==> src/rtl/reg_bus_arb_pkg.sv <==
// Shared types and default widths for the register-bus arbiter.
package reg_bus_arb_pkg;

  localparam int unsigned ADDR_W_DEF = 8;
  localparam int unsigned DATA_W_DEF = 32;

  typedef enum logic [1:0] {
    IDLE,
    WRITE,
    READ,
    RESP
  } arb_state_t;

endpackage

==> src/rtl/reg_bus_arbiter_rr_arb2.sv <==
// Two-way round-robin grant: on a tie the requester not granted last wins.
module rr_arb2 (
  input  logic [1:0] request,
  input  logic       last_grant,
  output logic [1:0] grant
);

  always_comb begin
    grant = '0;
    if (request == 2'b11) begin
      grant = last_grant ? 2'b01 : 2'b10;
    end else begin
      grant = request;
    end
  end

endmodule

==> src/rtl/reg_bus_arbiter.sv <==
// Arbitrates two register requesters onto one write/read register bus.
// Define REG_BUS_ARB_TIMEOUT_EN to abort stalled bus transfers after TIMEOUT_CYCLES.
module reg_bus_arbiter
  import reg_bus_arb_pkg::*;
#(
  parameter int unsigned ADDR_W         = ADDR_W_DEF,
  parameter int unsigned DATA_W         = DATA_W_DEF,
  parameter int unsigned TIMEOUT_CYCLES = 1024
) (
  input  logic                clk,
  input  logic                rstn,
  input  logic [1:0]          req_valid,
  output logic [1:0]          req_ready,
  input  logic [1:0]          req_write,
  input  logic [2*ADDR_W-1:0] req_addr,
  input  logic [2*DATA_W-1:0] req_wdata,
  output logic [1:0]          rsp_valid,
  output logic [DATA_W-1:0]   rsp_rdata,
  output logic                rsp_err,
  output logic                bus_w_valid,
  output logic [ADDR_W-1:0]   bus_w_addr,
  output logic [DATA_W-1:0]   bus_w_data,
  input  logic                bus_w_ready,
  output logic                bus_r_valid,
  output logic [ADDR_W-1:0]   bus_r_addr,
  input  logic                bus_r_ready,
  input  logic [DATA_W-1:0]   bus_r_data
);

  arb_state_t        state;
  logic              last_grant;
  logic              id;
  logic [1:0]        grant;
  logic              accept;
  logic              sel_id;
  logic              sel_write;
  logic [ADDR_W-1:0] sel_addr;
  logic [DATA_W-1:0] sel_wdata;

  rr_arb2 u_rr_arb2 (
    .request    (req_valid),
    .last_grant (last_grant),
    .grant      (grant)
  );

  // Ready is gated by rstn so it reads 0 while reset is held.
  assign req_ready = (state == IDLE && rstn) ? grant : 2'b00;
  assign accept    = |(req_valid & req_ready);
  assign sel_id    = grant[1];
  assign sel_write = sel_id ? req_write[1] : req_write[0];
  assign sel_addr  = sel_id ? req_addr[ADDR_W +: ADDR_W] : req_addr[0 +: ADDR_W];
  assign sel_wdata = sel_id ? req_wdata[DATA_W +: DATA_W] : req_wdata[0 +: DATA_W];

`ifdef REG_BUS_ARB_TIMEOUT_EN
  localparam int unsigned CNT_W = (TIMEOUT_CYCLES > 1) ? $clog2(TIMEOUT_CYCLES) : 1;

  logic [CNT_W-1:0] tmo_cnt;
  logic             tmo_hit;
  logic             rsp_err_q;

  assign tmo_hit = (tmo_cnt == CNT_W'(TIMEOUT_CYCLES - 1));
  assign rsp_err = rsp_err_q;

  // Counter is zero on every entry to WRITE/READ since it clears outside them.
  always_ff @(posedge clk or negedge rstn) begin
    if (!rstn) begin
      tmo_cnt <= '0;
    end else if (state == WRITE || state == READ) begin
      tmo_cnt <= tmo_cnt + 1'b1;
    end else begin
      tmo_cnt <= '0;
    end
  end
`else
  localparam int unsigned tmo_unused = TIMEOUT_CYCLES;
  assign rsp_err = 1'b0;
`endif

  always_ff @(posedge clk or negedge rstn) begin
    if (!rstn) begin
      state       <= IDLE;
      last_grant  <= 1'b1;
      id          <= 1'b0;
      bus_w_valid <= 1'b0;
      bus_w_addr  <= '0;
      bus_w_data  <= '0;
      bus_r_valid <= 1'b0;
      bus_r_addr  <= '0;
      rsp_valid   <= '0;
      rsp_rdata   <= '0;
`ifdef REG_BUS_ARB_TIMEOUT_EN
      rsp_err_q   <= 1'b0;
`endif
    end else begin
      rsp_valid <= '0;
      case (state)
        IDLE: begin
          if (accept) begin
            id <= sel_id;
            if (sel_write) begin
              state       <= WRITE;
              bus_w_valid <= 1'b1;
              bus_w_addr  <= sel_addr;
              bus_w_data  <= sel_wdata;
            end else begin
              state       <= READ;
              bus_r_valid <= 1'b1;
              bus_r_addr  <= sel_addr;
            end
          end
        end
        WRITE: begin
          if (bus_w_ready) begin
            state         <= RESP;
            bus_w_valid   <= 1'b0;
            rsp_rdata     <= '0;
            rsp_valid[id] <= 1'b1;
`ifdef REG_BUS_ARB_TIMEOUT_EN
            rsp_err_q     <= 1'b0;
          end else if (tmo_hit) begin
            state         <= RESP;
            bus_w_valid   <= 1'b0;
            rsp_rdata     <= '0;
            rsp_valid[id] <= 1'b1;
            rsp_err_q     <= 1'b1;
`endif
          end
        end
        READ: begin
          if (bus_r_ready) begin
            state         <= RESP;
            bus_r_valid   <= 1'b0;
            rsp_rdata     <= bus_r_data;
            rsp_valid[id] <= 1'b1;
`ifdef REG_BUS_ARB_TIMEOUT_EN
            rsp_err_q     <= 1'b0;
          end else if (tmo_hit) begin
            state         <= RESP;
            bus_r_valid   <= 1'b0;
            rsp_rdata     <= '0;
            rsp_valid[id] <= 1'b1;
            rsp_err_q     <= 1'b1;
`endif
          end
        end
        RESP: begin
          state      <= IDLE;
          last_grant <= id;
        end
        default: state <= IDLE;
      endcase
    end
  end

endmodule

==> config.mk <==
export PLATFORM = sky130hd
export DESIGN_NAME = reg_bus_arbiter
export DESIGN_NICKNAME = d
export VERILOG_FILES = /design/src/rtl/reg_bus_arb_pkg.sv /design/src/rtl/reg_bus_arbiter_rr_arb2.sv /design/src/rtl/reg_bus_arbiter.sv
export SDC_FILE = /design/constraint.sdc
export NUM_CORES = 1
export LEC_CHECK = 0
export CORE_UTILIZATION = 25
export DETAILED_ROUTE_END_ITERATION = 6
export GPL_TIMING_DRIVEN = 0
export PLACE_DENSITY = 0.63
export SLEW_MARGIN = 15
export SYNTH_ARGS = -nofsm -noshare
export SYNTH_HDL_FRONTEND = slang
export SYNTH_SLANG_ARGS = --single-unit
==> constraint.sdc <==
create_clock -name clk -period 2.6 [get_ports clk]
set_input_delay 0.52 -clock clk [delete_from_list [all_inputs] [get_ports clk]]
set_output_delay 0.52 -clock clk [all_outputs]
set_load 0.01 [all_outputs]
* Yosys cells after proc, flatten, opt, wreduce, memory -nomap -nowiden
Index checks and enable logic that the tools add are counted.
** Word-level totals
- Word-level logic and storage cells :: 64
- Output and inout port bits :: 87
- Register bits after elaboration :: 88
- Input bits :: 120
** Operators by class
- Multiplexer cells :: 27
- $lt $le $gt $ge :: 2
- Eq/ne operators :: 9
- Reduce and logical (&&, ||, !) cells :: 14
- Bitwise gates (word level) :: 2
** Operators with widths (count)
- $mux W32 :: 3
- $pmux W32 S2 :: 1
- $mux W2 :: 9
- $reduce_and A3 Y1 :: 4
- $ne A2 B2 Y1 const B :: 5
- $mux W1 :: 8
- $mux W8 :: 1
- $pmux W2 S4 :: 1
- $reduce_and A4 Y1 :: 2
- $eq A2 B2 Y1 const B :: 3
- $reduce_bool A2 Y1 :: 3
- $pmux W1 S2 :: 2
- $pmux W2 S2 :: 1
- $and A2 B2 Y2 :: 1
- $eq A2 B1 Y1 const B :: 1
- $logic_and A1 B1 Y1 :: 2
- $logic_not A2 Y1 :: 1
- $lt A1 B2 Y1 const B :: 1
- $reduce_and A2 Y1 :: 1
- $reduce_or A2 Y1 :: 1
- $demux W1 S1 :: 1
- $ge A1 B1 Y1 const B :: 1
- $not A1 Y1 :: 1

* Longest topological paths before layout
Gate-level depths: netlist of run 1.
- Word-level depth :: 7
- Mapped depth :: 7
- Mapped depth without buffers :: 6

* Cells and area by module
A second synthesis of run 1 with hierarchy kept.
** Second synthesis, totals
- Cell total of the unflattened synthesis :: 307
- Area, all modules :: 3832.4 um^2
** Modules (own cells, without submodules)
- reg_bus_arbiter :: seq. area each 2203.4 um^2, cells each 304, area an instance 3813.7 um^2, times used 1
- rr_arb2 :: seq. area each 0.0 um^2, cells each 3, area an instance 18.8 um^2, times used 1

* Worst setup path before layout of run 1
Ideal clock, no wire load.
- Path kind :: input-to-reg
- From :: input req_valid[1]
- To :: register bus_r_valid
- Buffers on the path :: 1
- Stages on the path :: 5
- Setup time :: 0.126 ns
- Required time :: 2.474 ns
- Arrival :: 1.810 ns
- Path slack :: 0.663 ns
- Cell sequence :: a21boi_4 mux2_4 or2_1 buf_4 a311o_1
** On the way
- Cells in the longest elaborated chain, start to end :: 7
** RTL lines
- start, declared :: RTL line reg_bus_arbiter.sv:12 : input logic [1:0] req_valid,
- $eq A2 B2 Y1 :: RTL line reg_bus_arbiter_rr_arb2.sv:10 : if (request == 2'b11) begin
- $mux W2 :: RTL line reg_bus_arbiter_rr_arb2.sv:10
- $mux W2 :: RTL line reg_bus_arbiter.sv:47 : assign req_ready = (state == IDLE && rstn) ? grant : 2'b00;
- $and A2 B2 Y2 :: RTL line reg_bus_arbiter.sv:48 : assign accept = |(req_valid & req_ready);
- $reduce_or A2 Y1 :: RTL line reg_bus_arbiter.sv:48
- $ne A2 B2 Y1 (no source line)
- $reduce_and A4 Y1 (no source line) *
- end signal, assigned :: RTL line reg_bus_arbiter.sv:87 : bus_r_valid <= 1'b0;
- end signal, assigned :: RTL line reg_bus_arbiter.sv:107 : bus_r_valid <= 1'b1;
- end signal, assigned :: RTL line reg_bus_arbiter.sv:132 : bus_r_valid <= 1'b0;
- end, declared :: RTL line reg_bus_arbiter.sv:24 : output logic bus_r_valid,
Every way passes the cells marked *; elsewhere a longest branch is shown, timed or not.
A chain may end at the register's enable or synchronous reset.

* Worst setup path after layout of run 1
- From :: input req_valid[1]
- To :: register bus_w_addr[3]
** On the way
- Cells in the longest elaborated chain, start to end :: 6
** RTL lines
- $eq A2 B2 Y1 :: RTL line reg_bus_arbiter_rr_arb2.sv:10
- $mux W2 :: RTL line reg_bus_arbiter_rr_arb2.sv:10
- $mux W2 :: RTL line reg_bus_arbiter.sv:47
- $and A2 B2 Y2 :: RTL line reg_bus_arbiter.sv:48
- $reduce_or A2 Y1 :: RTL line reg_bus_arbiter.sv:48
- $reduce_and A3 Y1 (no source line)
- end signal, assigned :: RTL line reg_bus_arbiter.sv:103 : bus_w_addr <= sel_addr;
- end, declared :: RTL line reg_bus_arbiter.sv:21 : output logic [ADDR_W-1:0] bus_w_addr,
Parallel ways exist; a longest one is shown, timed or not.

==> metrics, run 1 <==
CTS root buffer=clkbuf_16; Hold Crit Class=in2async; VDD IR max=between 500 and 600 uV; final WL=11500 um; PwrDens=1100 nW/um^2; final non-filler cell total=719; htree depth=3; PortBufs=205; nets@finish=655; clk sinks=88; leak pwr=around 2.8 nW; RSZ-0062 raised after global routing=no; Initial Utilization=26.0%; clk slew on worst S/H paths=approximately 0.070 ns; Relative slew margins=59.4%; status=finished with violations; DP HPWL=8720 um; initial antenna violation count=0; vias per cell=4.58; vias in the first global route=3581; gr usage total=between 10% and 20%; routability cong.=0.724; Max FO, Critical Path=10; Max clock buf depth=2; syn_area_per_cell=12.2 um^2; post-route clock period utilization=95.8%; Antenna diodes=0; Fin. Hold Viols=0; post-synth cell types=30; grt total ovfl=0; Syn Inst Count=312; CTS tree=built; CTS buffer count=9; Placement Rows=between 40 and 50; CP endpoint kind=flop; maxcap violations=0; CTS hold repair buffers=0; Yosys Warn Count=0; Slew Limit Fails=0; Clock Latency Late Sink=0.35 ns; top achievable clock speed=about 400 MHz; via count=3294; CP max stage delay=roughly 0.54 ns; core area=between 10000 and 15000 um^2; Worst R2R Start=last_grant; Antenna Violating Nets Remaining=0; critical path class=in2reg; largest net degree at the start of global routing=55; layout cells sized above 1=under 10%; CP delay by family, top=buffers and inverters; 1st-pass router iterations=6; DR WL/cell=16.1 um; post-synthesis sequential area ratio=57.7%; Critical Path Start Type=input pin; Synth Cell Area=3820 um^2; P&R area growth vs syn=69.6%; slew of the pin with the lowest slew margin=0.598 ns; Synth area leaders=dfrtp_1, mux2i_1, o21ai_0; Boundary Pins=207; Die H=126 um; first-pass GRT wire length=18600 um; Post-Place Cells=702; DRC viols=11; reg2reg end=bus_w_addr[3]; Clock Skews=0.00657 ns; critical-path cell list=clkdlybuf4s50_1 -> a21boi_4 -> buf_4 -> mux2_4 -> nand2b_1 -> buf_2 -> mux2_2; die area=15800 um^2; reg-to-reg setup timing slack=between 0.4 and 0.5 ns; violated checks=DRC; Synthesized Nets=around 440; worst path arrival time=2.72 ns; die width=126 um; Critical Path RT=2.83 ns; min Tclk post-route=2.49 ns; R2R depth=6; final setup fails=0; Final Util=44.1%; Critical-path top delay cell=clkdlybuf4s50_1; leading area contributor after synthesis=dfrtp_1; area share of the leading cell type in the synthesized netlist=between 50% and 60%; DR iter-0 viols=between 80 and 90; #FFs+latches synth=88; CP Buf/Inv Count=3
-- sequential cells by signal (all words and copies together) (netlist names) --
signal	count
bus_r_addr	8
bus_r_valid	1
bus_w_data	32
id	1
last_grant	1
bus_w_addr	8
rsp_rdata	32
rsp_valid	2
bus_w_valid	1
state	2
-- layout by cell type (no fill, tap or decap), drive strengths merged --
cell	instances
nor3	1
nor2b	1
mux2	23
nor2	4
a311o	2
clkdlybuf4s50	202
bufinv	2
a21boi	4
or2	1
dlygate4sd2	1
dlymetal6s2s	1
clkbuf	25
clkinv	2
o21ai	71
conb	1
and3	1
inv	9
o21bai	1
nor4	1
mux2i	36
nand3	1
nand2b	1
o211ai	1
a21oi	3
dfstp	1
a22o	32
nand2	5
ha	5
buf	10
dfrtp	87
-- Yosys cell counts --
cell / count
nor2_1: 4
mux2_4: 1
a22o_1: 32
o211ai_1: 1
a311o_1: 2
nand2_1: 5
o21bai_1: 1
conb_1: 1
mux2i_1: 36
nand2b_1: 1
nor4_1: 1
mux2_2: 20
clkbuf_1: 16
ha_1: 5
a21oi_1: 3
a21boi_0: 3
nor2b_1: 1
dfrtp_1: 87
mux2_1: 2
o21ai_0: 70
inv_1: 6
a21boi_4: 1
and3_1: 1
nand3_1: 1
or2_1: 1
o21ai_1: 1
nor3_1: 1
buf_2: 4
dfstp_2: 1
buf_4: 3
-- stage by stage --
stage	setup slack [ns]	hold WS [ns]	TNS, ns	cell area [um^2]	total power, W
after floorplan	0.663	0.224	0	3820	0.00383
after CTS	0.0142	0.0386	0	6480	0.00727
after global placement	-3.12	0.454	-357.16	6100	0.00568
after detailed placement	-0.433	0.447	-15.47	6120	0.00576
after global routing	0.0200	0.0533	0	6480	0.00761
final	0.109	0.0417	0	6480	0.00715
-- worst max-delay path by stage --
stage,start,endpoint,slack (ns),depth (start not counted)
after detailed placement,req_valid[1],req_ready[1],-0.43,5
after global placement,rstn,bus_r_valid,-3.12,6
final,req_valid[1],bus_w_addr[3],0.11,7
after global routing,req_valid[1],bus_w_data[1],0.02,7
after floorplan,req_valid[1],bus_r_valid,0.66,5
after CTS,state[1],req_ready[0],0.01,5
-- what timing repair did --
item                                    CTS  global route
gates cloned                              0             0
resized for setup                         7             1
setup buffers                             1             0
endpoints found under the setup margin   18             1
-- report_power, final --
| part | switching (W) | internal, W |
|---|---|---|
| clock | 0.000586 | 0.000856 |
| combinational | 0.00141 | 0.00188 |
| sequential | 0.000361 | 0.00206 |
| total | 0.00235 | 0.00480 |
-- metal layers --
metal  part of all wire (%)  GRT usage (%)
met1                     41           17.3
met2                     49           26.2
met3                    7.5           4.84
met4                    2.7           6.74
met5                      0              0
-- cell families (layout without fill, tap and decap cells) --
family	after synthesis	after routing	synth area share (%)
compound gates	114	114	19.0
fa+ha+maj	5	5	1.64
buf+inv	29	252	3.28
flops	88	88	57.7
mux	59	59	16.3
other cells	1	1	0.0982
simple gates	16	16	1.97
-- area by class of cell --
| class | instances | area, um^2 |
|---|---|---|
| fillers | 1401 | 8220 |
| flip-flops and latches | 88 | 2200 |
| repair buffers | 207 | 2090 |
| multi-input cells | 195 | 1500 |
| well taps | 184 | 230 |
| clock buffers | 9 | 225 |
| plain buffers | 23 | 106 |
| clock inverters | 7 | 103 |
| inverters | 6 | 22.5 |
Note: power is estimated with default switching activity, not from simulation.
==> run 2, diff against run 1 <==
--- a/config.mk
+++ b/config.mk
@@ -5,10 +5,11 @@
 export SDC_FILE = /design/constraint.sdc
 export NUM_CORES = 1
 export LEC_CHECK = 0
-export CORE_UTILIZATION = 25
+export CORE_UTILIZATION = 63
 export DETAILED_ROUTE_END_ITERATION = 6
+export DONT_BUFFER_PORTS = 1
 export GPL_TIMING_DRIVEN = 0
-export PLACE_DENSITY = 0.63
+export PLACE_DENSITY = 0.86
 export SLEW_MARGIN = 15
 export SYNTH_ARGS = -nofsm -noshare
 export SYNTH_HDL_FRONTEND = slang
==> run 2 against run 1 <==
Against the previous run: the flow now finishes without violations; hold slack improved by 0.0087 ns; critical path depth decreased by 2; setup slack improved by 0.24 ns; highest routed layer unchanged; sequential power increased by 20%; final cell count decreased by 44%; utilization increased by 29 points; register-to-register slack got worse by 0.09 ns; die area decreased by 60%; clock skew increased by 0.0026 ns; flip-flop and latch count unchanged; power decreased by 25%.
==> metrics, run 2 (synthesized netlist as in run 1, its figures left out) <==
worst path arrival time=approximately 2.5 ns; P&R area growth vs syn=9.24%; Critical Path Start Type=flop; Placement Rows=27; top achievable clock speed=444 MHz; 1st-pass router iterations=4; CP max stage delay=0.70 ns; vias per cell=6.72; PostCTS Resize Cnt=0; initial antenna violation count=0; clk slew on worst S/H paths=0.09 ns; min Tclk post-route=about 2.3 ns; Setup TNS=0 ns; VDD IR max=712 uV; clk sinks=88; post-route clock period utilization=86.6%; CTS root buffer=clkbuf_8; Slew Limit Fails=0; most used cell, CP=o21ai_0; gr usage total=between 20% and 30%; Post-Place Cells=384; PortBufs=0; DRC viols=0; htree depth=3; Critical-path top delay cell=mux2i_1; RSZ-0062 raised after global routing=no; maxcap violations=0; Hold Crit Class=in2async; DR WL/cell=22.8 um; most frequent cells in the layout=dfrtp_1, o21ai_0, mux2i_1; layout cells sized above 1=14.2%; filler instances=about 400; PwrDens=1290 nW/um^2; slew of the pin with the lowest slew margin=0.765 ns; reg-to-reg setup timing slack=0.35 ns; leak pwr=1.90 nW; Antenna Violating Nets Remaining=0; Initial Utilization=around two thirds; Top Registers=bus_w_data: 32 flops, rsp_rdata: 32 flops; first-pass GRT wire length=13800 um; CTS tree=built; Fin. Hold Viols=0; final setup fails=0; Worst R2R Start=last_grant; critical path class=reg2reg; nets@finish=450; critical-path cell list=a21boi_4 -> mux2i_1 -> clkbuf_1 -> o21ai_0 -> o21ai_0; DP HPWL=6580 um; Relative slew margins=47.5%; DR iter-0 viols=between 150 and 200; core area=5680 um^2; Clock Latency Late Sink=roughly 0.35 ns; total power=0.00537 W; reg2reg end=bus_w_data[23]; commonest non-fill, non-tap cell in the layout=dfrtp_1; largest net degree at the start of global routing=88; Die H=79.9 um; grt total ovfl=0; die width=79.9 um; vias in the first global route=between 2000 and 3000; final WL=just over 9000 um; Boundary Pins=207; Max clock buf depth=2; via count=2703; status=completed; Max FO, Critical Path=10; final non-filler cell total=402; Clock Skews=0.00921 ns; Antenna diodes=0; R2R depth=5; CP endpoint kind=flop; die area=6380 um^2; Critical Path RT=roughly 2.9 ns; CTS buffer count=9; routability cong.=between 0.7 and 0.8
-- run 2: changes by cell type in the layout (fill, tap and decap cells not counted), sizes merged --
cell	delta
buf	-2
dlygate4sd3	+1
clkdlybuf4s50	-202
clkinv	-2
clkinvlp	+2
dlygate4sd2	-1
dlymetal6s2s	-1
-- run 2: timing repair --
action	in CTS	in global routing
buffers inserted	0	0
hold buffers	2	0
endpoints found under the hold margin	87	0
-- run 2: area by class of cell --
class                           count  area [um^2]  share of cell area (%)
Buffer                             23          103                    2.46
Timing Repair Buffer                2         37.5                   0.900
Sequential cell                    88         2200                    52.8
Multi-Input combinational cell    195         1490                    35.7
Inverter                            6         22.5                   0.540
Clock inverter                      7          101                    2.43
Clock buffer                        9          124                    2.97
Tap cell                           72         90.1                    2.16
-- run 2: per-layer routing --
layer / wire length [um] / global-route usage, %
met1: 3180 / 32.6
met3: 923 / 9.26
met2: 4770 / 51.1
met5: 0 / 0
met4: 287 / 13.9
-- run 2: worst max-delay path by stage --
stage	from	endpoint
after floorplan	req_valid[1]	bus_r_valid
after global placement	req_valid[1]	bus_w_data[28]
after detailed placement	req_valid[1]	bus_w_data[27]
after CTS	last_grant	bus_w_data[23]
after global routing	last_grant	bus_w_data[23]
final	last_grant	bus_w_data[23]
-- run 2: worst max-delay path: cells and delay by family (launching register included) --
family	cells	cell delay (ns)
AOI/OAI and AO/OA	3	0.64
buffers and inverters	1	0.40
DFF	1	0.40
muxes	1	0.70
-- run 2: power by group --
part	internal, W	total (W)	switching [W]
Sequential	0.00206	0.00290	0.000839
Clock	0.000552	0.00106	0.000513
Combinational	0.000651	0.00141	0.000755
-- run 2: stage by stage --
| step | cell area [um^2] | utilization [%] | worst slack (ns) | hold WS, ns |
|---|---|---|---|---|
| after global placement | 3910 | 68.9 | 0.377 | 0.226 |
| after CTS | 4170 | 73.5 | 0.370 | 0.0802 |
| after global routing | 4170 | 73.5 | 0.185 | 0.0727 |
| final | 4170 | 73.5 | 0.348 | 0.0504 |
| after floorplan | 3820 | - | 0.663 | 0.224 |
| after detailed placement | 3910 | 68.9 | 0.272 | 0.226 |
==> run 3, diff against run 2 <==
--- a/config.mk
+++ b/config.mk
@@ -8,7 +8,6 @@
 export CORE_UTILIZATION = 63
 export DETAILED_ROUTE_END_ITERATION = 6
 export DONT_BUFFER_PORTS = 1
-export GPL_TIMING_DRIVEN = 0
 export PLACE_DENSITY = 0.86
 export SLEW_MARGIN = 15
 export SYNTH_ARGS = -nofsm -noshare
==> run 3 against run 2 <==
Against the previous run: die area is the same; utilization is 1.1 points lower; first-iteration DRC count grew 3.0%; design area is 1.5% lower; hold slack improved by 0.012 ns; power is 3.1% lower; maximum frequency down 4.2%; sequential power barely moved; largest power group unchanged; highest routed layer unchanged.
==> metrics, run 3 (synthesized netlist as in run 1, its figures left out) <==
combinational power share=26.7%; Cell Int Power=0.00316 W; maxcap violations=0; status=completed; sequential power share=55.5%; Met1 Routed Length=3130 um; Antenna diodes=0; most frequent cells in the layout=dfrtp_1, o21ai_0, mux2i_1; Antenna Violating Nets Remaining=0; Setup TNS=0 ns; DRC viols=0; vias in the first global route=2466; Critical Path RT=2.08 ns; top achievable clock speed=426 MHz; core area=5680 um^2; PortBufs=0; CTS buffer count=9; Initial Utilization=approximately 67%; htree depth=3; die area=around 6400 um^2; sw power=0.00204 W; Clock Latency Late Sink=between 0.3 and 0.4 ns; Placement Rows=27; gr usage total=27.5%; Critical Path Start Type=flop; via count=2565; Boundary Pins=207; post-route clock period utilization=90.4%; RSZ-0062 raised after global routing=no; layout cells sized above 1=roughly 16%; final setup fails=0; vias per cell=6.63; Switching Fraction=39.2%; filler instances=400; clock share of power=17.8%; Top Registers=bus_w_data: 32 flops, rsp_rdata: 32 flops; final WL=8700 um; worst path arrival time=1.83 ns; DP HPWL=slightly above 6000 um; Die H=79.9 um; clk sinks=88; Fin. Hold Viols=0; DR WL/cell=22.5 um; R2R depth=6; Slew Limit Fails=0; Max FO, Critical Path=42; critical path class=reg2out; leak pwr=~1.9 nW; DR iter-0 viols=172; slew of the pin with the lowest slew margin=~0.66 ns; Clock Skews=0.00719 ns; CTS tree=built; Post-CTS Setup Bufs=0; P&R area growth vs syn=7.63%; first-pass GRT wire length=between 10000 and 15000 um; CP endpoint kind=output pin; clk slew on worst S/H paths=about 0.09 ns; commonest non-fill, non-tap cell in the layout=dfrtp_1; WL met2=4640 um; top sig layer=met4; nets@finish=435; 1st-pass router iterations=4; routability cong.=0.729; Hold Crit Class=in2async; worst hold margin=0.0622 ns; largest net degree at the start of global routing=between 80 and 90; die width=79.9 um; met3 routed WL=790 um; CTS root buffer=clkbuf_8; grt total ovfl=0; min Tclk post-route=around 2.3 ns; Relative slew margins=56.1%; PwrDens=1270 nW/um^2; initial antenna violation count=0; VDD IR max=714 uV; Max clock buf depth=2
==> run 3: worst max-delay path, cell delays in order (launching register included) <==
cell	delay, ns
dfstp_2	0.39
a21boi_4	0.16
buf_4	0.56
and3_1	0.37
==> run 3: metal layers <==
metal	up-vias	global-route usage, %
li1	1132	-
met2	142	48.0
met5	-	0
met1	1281	30.9
met4	0	9.11
met3	10	10.1
==> run 3: power by group through the flow <==
stage	Clock (W)	Sequential [W]	Combinational, W
final	0.000927	0.00289	0.00139
after global placement	0	0.00288	0.00127
after global routing	0.00101	0.00296	0.00155
after floorplan	0	0.00273	0.00111
after detailed placement	0	0.00292	0.00135
after CTS	0.000944	0.00289	0.00139
==> run 3: area by class of cell <==
cell class	instances	area [um^2]	share of cell area, %
Clock buffer	9	124	3.01
Clock inverter	7	72.6	1.77
Inverter	6	22.5	0.548
Multi-Input combinational cell	195	1500	36.5
Sequential cell	88	2200	53.6
Tap cell	72	90.1	2.19
Timing Repair Buffer	10	97.6	2.37
==> run 3: per-stage QoR <==
stage          power (W)  area, um^2  util, %  instances  setup slack [ns]
2_1_floorplan    0.00383        3820        -        312             0.663
3_5_place_dp     0.00427        3880     68.3        369             0.370
4_1_cts          0.00523        4110     72.4        387             0.237
6_report         0.00520        4110     72.4        387             0.250
3_3_place_gp     0.00416        3880     68.3        369             0.423
5_1_grt          0.00552        4110     72.4        387             0.143
==> run 3: repair_timing <==
item,CTS,global route
endpoints found under the hold margin,87,0
gates resized for setup,0,0
hold buffers,2,0
==> run 3: path summary, 6_finish.rpt <==
check	from	endpoint	slack [ns]
worst min register to register	id	rsp_valid[0]	0.47
max in group asynchronous	rstn	last_grant	1.94
min in group clk	bus_r_data[2]	rsp_rdata[2]	0.30
worst max-delay path	last_grant	req_ready[1]	0.25
worst max register to register	state[0]	bus_r_addr[5]	0.39
worst min-delay path	rstn	rsp_rdata[2]	0.06
